### src/rtl/pcle_cnt_seq_if.sv
// pcle_cnt_seq_if: control/status bundle of the cascadable counter cell.
// master drives the controls, slave is the counter itself.
interface pcle_cnt_seq_if #(
  parameter int WIDTH = 8
);
  logic             load_pad;
  logic [WIDTH-1:0] data_pad;
  logic             cnt_en_pad;
  logic             inhibit_pad;
  logic             carry_in_pad;
  logic             up_pad;
  logic             clr_wrap_pad;
  logic [WIDTH-1:0] count_pad;
  logic             tc_pad;
  logic             carry_out_pad;
  logic             wrap_pad;

  modport master (
    output load_pad,
    output data_pad,
    output cnt_en_pad,
    output inhibit_pad,
    output carry_in_pad,
    output up_pad,
    output clr_wrap_pad,
    input  count_pad,
    input  tc_pad,
    input  carry_out_pad,
    input  wrap_pad
  );

  modport slave (
    input  load_pad,
    input  data_pad,
    input  cnt_en_pad,
    input  inhibit_pad,
    input  carry_in_pad,
    input  up_pad,
    input  clr_wrap_pad,
    output count_pad,
    output tc_pad,
    output carry_out_pad,
    output wrap_pad
  );
endinterface

### src/rtl/pcle_cnt_seq.sv
// pcle_cnt_seq: loadable, cascadable up/down counter with programmable modulus.
// Define PCLE_CNT_SATURATE_EN to hold at the terminal value instead of wrapping.
module pcle_cnt_seq #(
  parameter int          WIDTH     = 8,
  parameter int unsigned MAX_COUNT = 2**WIDTH-1
) (
  input logic           clk_pad,
  input logic           rst_n_pad,
  pcle_cnt_seq_if.slave bus
);

  localparam logic [WIDTH-1:0] MAX_V = MAX_COUNT[WIDTH-1:0];
  localparam logic [WIDTH-1:0] ONE   = WIDTH'(1);

  logic [WIDTH-1:0] count_q;
  logic [WIDTH-1:0] count_d;
  logic [WIDTH-1:0] term;
  logic [WIDTH-1:0] load_val;
  logic [WIDTH-1:0] wrap_val;
  logic [WIDTH-1:0] step_val;
  logic             wrap_q;
  logic             wrap_d;
  logic             active;
  logic             at_term;
  logic             wrap_evt;
  logic             step;

  assign active = bus.cnt_en_pad
                & ~bus.inhibit_pad
                & bus.carry_in_pad
                & ~bus.load_pad;

  assign term     = bus.up_pad ? MAX_V : '0;
  assign at_term  = (count_q == term);
  assign wrap_evt = active & at_term;
  assign step     = active & ~at_term;

  assign load_val = (bus.data_pad > MAX_V)
                  ? MAX_V
                  : bus.data_pad;

  assign step_val = bus.up_pad
                  ? count_q + ONE
                  : count_q - ONE;

`ifdef PCLE_CNT_SATURATE_EN
  assign wrap_val = count_q;
`else
  assign wrap_val = bus.up_pad ? '0 : MAX_V;
`endif

  // wrap event beats clr_wrap on the same edge
  always_comb begin
    count_d = count_q;
    wrap_d  = wrap_q;
    unique case (1'b1)
      bus.load_pad: begin
        count_d = load_val;
        wrap_d  = 1'b0;
      end
      wrap_evt: begin
        count_d = wrap_val;
        wrap_d  = 1'b1;
      end
      step: begin
        count_d = step_val;
        wrap_d  = wrap_q & ~bus.clr_wrap_pad;
      end
      default: begin
        wrap_d  = wrap_q & ~bus.clr_wrap_pad;
      end
    endcase
  end

  always_ff @(posedge clk_pad or negedge rst_n_pad) begin
    if (!rst_n_pad) begin
      count_q <= '0;
      wrap_q  <= 1'b0;
    end else begin
      count_q <= count_d;
      wrap_q  <= wrap_d;
    end
  end

  assign bus.count_pad     = count_q;
  assign bus.tc_pad        = at_term;
  assign bus.carry_out_pad = at_term & active;
  assign bus.wrap_pad      = wrap_q;

endmodule
### src/flat_wrapper.sv
// flat-port wrapper written by rule: the top's interface ports become plain ports
module pcle_cnt_seq_flat 
#(
  parameter int          WIDTH     = 8,
  parameter int unsigned MAX_COUNT = 2**WIDTH-1
)
  (clk_pad, rst_n_pad, bus_load_pad, bus_data_pad, bus_cnt_en_pad, bus_inhibit_pad, bus_carry_in_pad, bus_up_pad, bus_clr_wrap_pad, bus_count_pad, bus_tc_pad, bus_carry_out_pad, bus_wrap_pad);
  pcle_cnt_seq_if #(.WIDTH(WIDTH)) bus_i ();
  input logic clk_pad;
  input logic rst_n_pad;
  input wire logic [$bits(bus_i.load_pad)-1:0] bus_load_pad;
  input wire logic [$bits(bus_i.data_pad)-1:0] bus_data_pad;
  input wire logic [$bits(bus_i.cnt_en_pad)-1:0] bus_cnt_en_pad;
  input wire logic [$bits(bus_i.inhibit_pad)-1:0] bus_inhibit_pad;
  input wire logic [$bits(bus_i.carry_in_pad)-1:0] bus_carry_in_pad;
  input wire logic [$bits(bus_i.up_pad)-1:0] bus_up_pad;
  input wire logic [$bits(bus_i.clr_wrap_pad)-1:0] bus_clr_wrap_pad;
  output wire logic [$bits(bus_i.count_pad)-1:0] bus_count_pad;
  output wire logic [$bits(bus_i.tc_pad)-1:0] bus_tc_pad;
  output wire logic [$bits(bus_i.carry_out_pad)-1:0] bus_carry_out_pad;
  output wire logic [$bits(bus_i.wrap_pad)-1:0] bus_wrap_pad;
  assign bus_i.load_pad = bus_load_pad;
  assign bus_i.data_pad = bus_data_pad;
  assign bus_i.cnt_en_pad = bus_cnt_en_pad;
  assign bus_i.inhibit_pad = bus_inhibit_pad;
  assign bus_i.carry_in_pad = bus_carry_in_pad;
  assign bus_i.up_pad = bus_up_pad;
  assign bus_i.clr_wrap_pad = bus_clr_wrap_pad;
  assign bus_count_pad = bus_i.count_pad;
  assign bus_tc_pad = bus_i.tc_pad;
  assign bus_carry_out_pad = bus_i.carry_out_pad;
  assign bus_wrap_pad = bus_i.wrap_pad;
  pcle_cnt_seq #(.WIDTH(WIDTH), .MAX_COUNT(MAX_COUNT)) u_core (.clk_pad(clk_pad), .rst_n_pad(rst_n_pad), .bus(bus_i));
endmodule
### config.mk
export PLATFORM = sky130hd
export DESIGN_NAME = pcle_cnt_seq_flat
export DESIGN_NICKNAME = d
export VERILOG_FILES = /design/src/rtl/pcle_cnt_seq_if.sv /design/src/rtl/pcle_cnt_seq.sv /design/src/flat_wrapper.sv
export SDC_FILE = /design/constraint.sdc
export NUM_CORES = 1
export LEC_CHECK = 0
export ABC_AREA = 1
export ABC_CLOCK_PERIOD_IN_PS = 2350
export BUFFER_PORTS_ARGS = -buffer_cell sky130_fd_sc_hd__buf_2
export CORE_MARGIN = 5
export CORE_UTILIZATION = 52
export CTS_BUF_LIST = sky130_fd_sc_hd__clkbuf_4 sky130_fd_sc_hd__clkbuf_8
export DETAILED_ROUTE_END_ITERATION = 10
export PLACE_DENSITY_LB_ADDON = 0.12
export SETUP_SLACK_MARGIN = 0.2
export SYNTH_ARGS = -nofsm -noshare
export SYNTH_HDL_FRONTEND = slang
export SYNTH_SLANG_ARGS = --single-unit
### constraint.sdc
create_clock -name clk_pad -period 2.35 [get_ports clk_pad]
set_clock_uncertainty 0.2 [all_clocks]
set_input_delay 0.3525 -clock clk_pad [delete_from_list [all_inputs] [get_ports clk_pad]]
set_output_delay 0.3525 -clock clk_pad [all_outputs]
set_load 0.01 [all_outputs]
==> flow_metrics.tcl <==
set metrics [dict create \
    outcome "completed" \
    worst_slack_ns 0.197 \
    die_area_mm2 0.00264 \
    dp_hpwl_mm 1.72 \
    vias 1047 \
    path_class "reg -> out" \
    antenna_found_initial 0 \
    hold_class "in -> reg" \
    fillers 130 \
    synthTopCellsByArea "dfrtp_1 (25%), nand2_1 (22%), nor2_1 (14%), ha_1 (8.4%), nand3_1 (6.8%)" \
    finalCriticalPeriod_ns 2.15 \
    die_h_um 51.4 \
    cts_num_sinks 9 \
    ff_latch_area_um2 226 \
    fin_nets 210 \
    place_congestion 0.823 \
    grt_max_degree 13 \
    track_usage_pct 21.8 \
    grt_pass1_wl_mm 4.40 \
    route.detailed.wl_per_inst_um 12.5 \
    wl_mm 2.53 \
    ios 27 \
    netlist_area_um2 890 \
    worst_slew_pin_slew_ns 0.458 \
    ir_worst_vdd_mv 0.409 \
    synth_cell_types 18 \
    synthMuxAreaShare_pct 0 \
    clk_pin_slew_worst_paths_ns 0.07 \
    dr.pass1.iters 4 \
    yosys.area_share.simple_pct 53.4 \
    syn-num-nets 168 \
    swShare_pct 39.0 \
    crit_required_ns 1.80 \
    drv_cap 0 \
    p_int_uw 390 \
    synth.top_cell.area_share_pct 25.3 \
    synth_area_leader_cell "dfrtp_1" \
    portBuffers 26 \
    cts_tree "yes" \
    design_area_mm2 0.00124 \
    cts_buffers 3 \
    clk_latency_ns 0.27 \
    clkPwrFrac_pct 22.1 \
    critPathMaxFanout 2 \
    initialDrtViolationCount 16 \
    yosys_warnings 0 \
    coreArea_mm2 0.00167 \
    synthXorXnorAreaFrac_pct 0.985 \
    clock_path_buffers 2 \
    setup_viol_count_final 0 \
    fin_setup_tns_ns 0 \
    syn-instance-count 145 \
    arrival_ns 1.60 \
    placementRows 15 \
    initial_core_util_pct 53.3 \
    ff2ff_setup_slack_ns 0.41 \
    route.detailed.drc 0 \
    switchingPower_uw 249 \
    ys_seq_area_share_pct 25.3 \
    cts-root-buf "clkbuf_4" \
    timing.fmax_mhz 465 \
    cts.htree.levels 1 \
    hold_viol 0 \
    synth_top_family_by_area "simple AND/OR/NAND/NOR gates" \
    drive_gt1_share_pct 32.8 \
    slew_headroom_pct 69.4 \
    slew_viol_final 0 \
    overflow 0 \
    synth-seq-cells 9 \
    synth_compound_area_share_pct 1.83 \
    syn_area_per_cell_um2 6.14 \
    p_leak_uw 0.000690 \
    final_cell_mix "nand2_1 (49), nor2_1 (30), buf_2 (26)" \
    place_area_mm2 0.00104 \
    final_antenna_net_count 0 \
    dieWidth_um 51.4 \
    synthAdderAreaFrac_pct 10.7 \
    p_seq_share_pct 29.7 \
    area_growth_pct 39.9 \
    rsz0062_at_grt "true" \
    startpoint_type "register" \
    multi_input_area_um2 678 \
    p_comb_share_pct 48.2 \
    routed_via_density 5.16 \
    n_antenna_cell 0 \
    grt_pass1_vias 1006 \
    dp_slack_ns 0.136 \
    power.density_mw_per_mm2 514 \
    final_common_cell "nand2_1" \
    finalCritPeriodShare_pct 91.6 \
    cp-end-kind "output port" \
]
[area by class of cell]
type                       instances  area share, %
sequential                         9           18.2
inverter                          17           5.33
multi-input combinational        118           54.5
clock buffer                       4           2.41
tap                               17           1.71
timing repair buffer              38           17.9
[power groups by stage]
| stage | logic [µW] | registers, µW | clock network (µW) |
|---|---|---|---|
| after floorplan | 163 | 195 | 0 |
| after global placement | 230 | 189 | 0 |
| after detailed placement | 237 | 189 | 0 |
| after CTS | 283 | 189 | 143 |
| after global routing | 349 | 192 | 153 |
| final | 309 | 190 | 141 |
[metal layers]
layer	GRT usage [%]	up-vias	wire (µm)
met5	0	-	0
met4	10.9	0	32
met3	2.33	5	132
met2	34.7	37	1200
met1	29.1	471	1170
li1	-	534	-
[what timing repair did]
action                                  4_1_cts  5_1_grt
endpoints found under the setup margin        1        4
endpoints found under the hold margin         9        0
buffers inserted                             10        1
resized for setup                             7        6
pin swaps                                     6        6
hold buffers                                  1        0
gates cloned                                  0        0
[Yosys cell counts, drive strengths merged]
master	n
fa	1
or2	2
dfrtp	9
a21oi	2
nand3b	5
nand2	52
inv	17
nand3	14
buf	1
ha	6
nor2	34
xnor2	1
o22ai	1
[cells by family after synthesis]
family          count (synthesis)
fa+ha+maj                       7
simple gates                  107
xor+xnor                        1
buf+inv                        18
flops                           9
compound gates                  3
[registers in the layout (all words and copies together), names as in the netlist]
register,count
u_core.bus.wrap_pad,1
u_core.bus.count_pad,8
[per-stage QoR]
| step | instances | utilization [%] | power [µW] | hold WS, ns |
|---|---|---|---|---|
| finish | 203 | 74.5 | 640 | 0.0827 |
| global route | 203 | 74.5 | 693 | 0.0975 |
| CTS | 202 | 73.0 | 615 | 0.0766 |
| detailed placement | 187 | 62.0 | 426 | 0.0307 |
| global placement | 187 | 62.0 | 420 | 0.0168 |
| floorplan | 145 | - | 358 | -0.143 |
[worst max-delay path, cell delays in order (launching register included)]
cell	delay (ns)
dfrtp_1	0.43
ha_4	0.30
nand2_4	0.05
nor2_4	0.09
nand2_2	0.07
nor2_4	0.11
inv_4	0.05
nor2_2	0.09
buf_2	0.13
[path summary, 6_finish.rpt]
kind,from,end,depth (start not counted)
setup / recovery,u_core.bus.count_pad[4],bus_carry_out_pad,8
hold / removal,bus_clr_wrap_pad,u_core.bus.wrap_pad,2
setup reg to reg,u_core.bus.count_pad[0],u_core.bus.count_pad[6],12
hold reg to reg,u_core.bus.wrap_pad,u_core.bus.wrap_pad,2
max in group asynchronous,rst_n_pad,u_core.bus.count_pad[0],2
min in group asynchronous,rst_n_pad,u_core.bus.count_pad[6],2
Note: power is estimated with default switching activity, not from simulation.
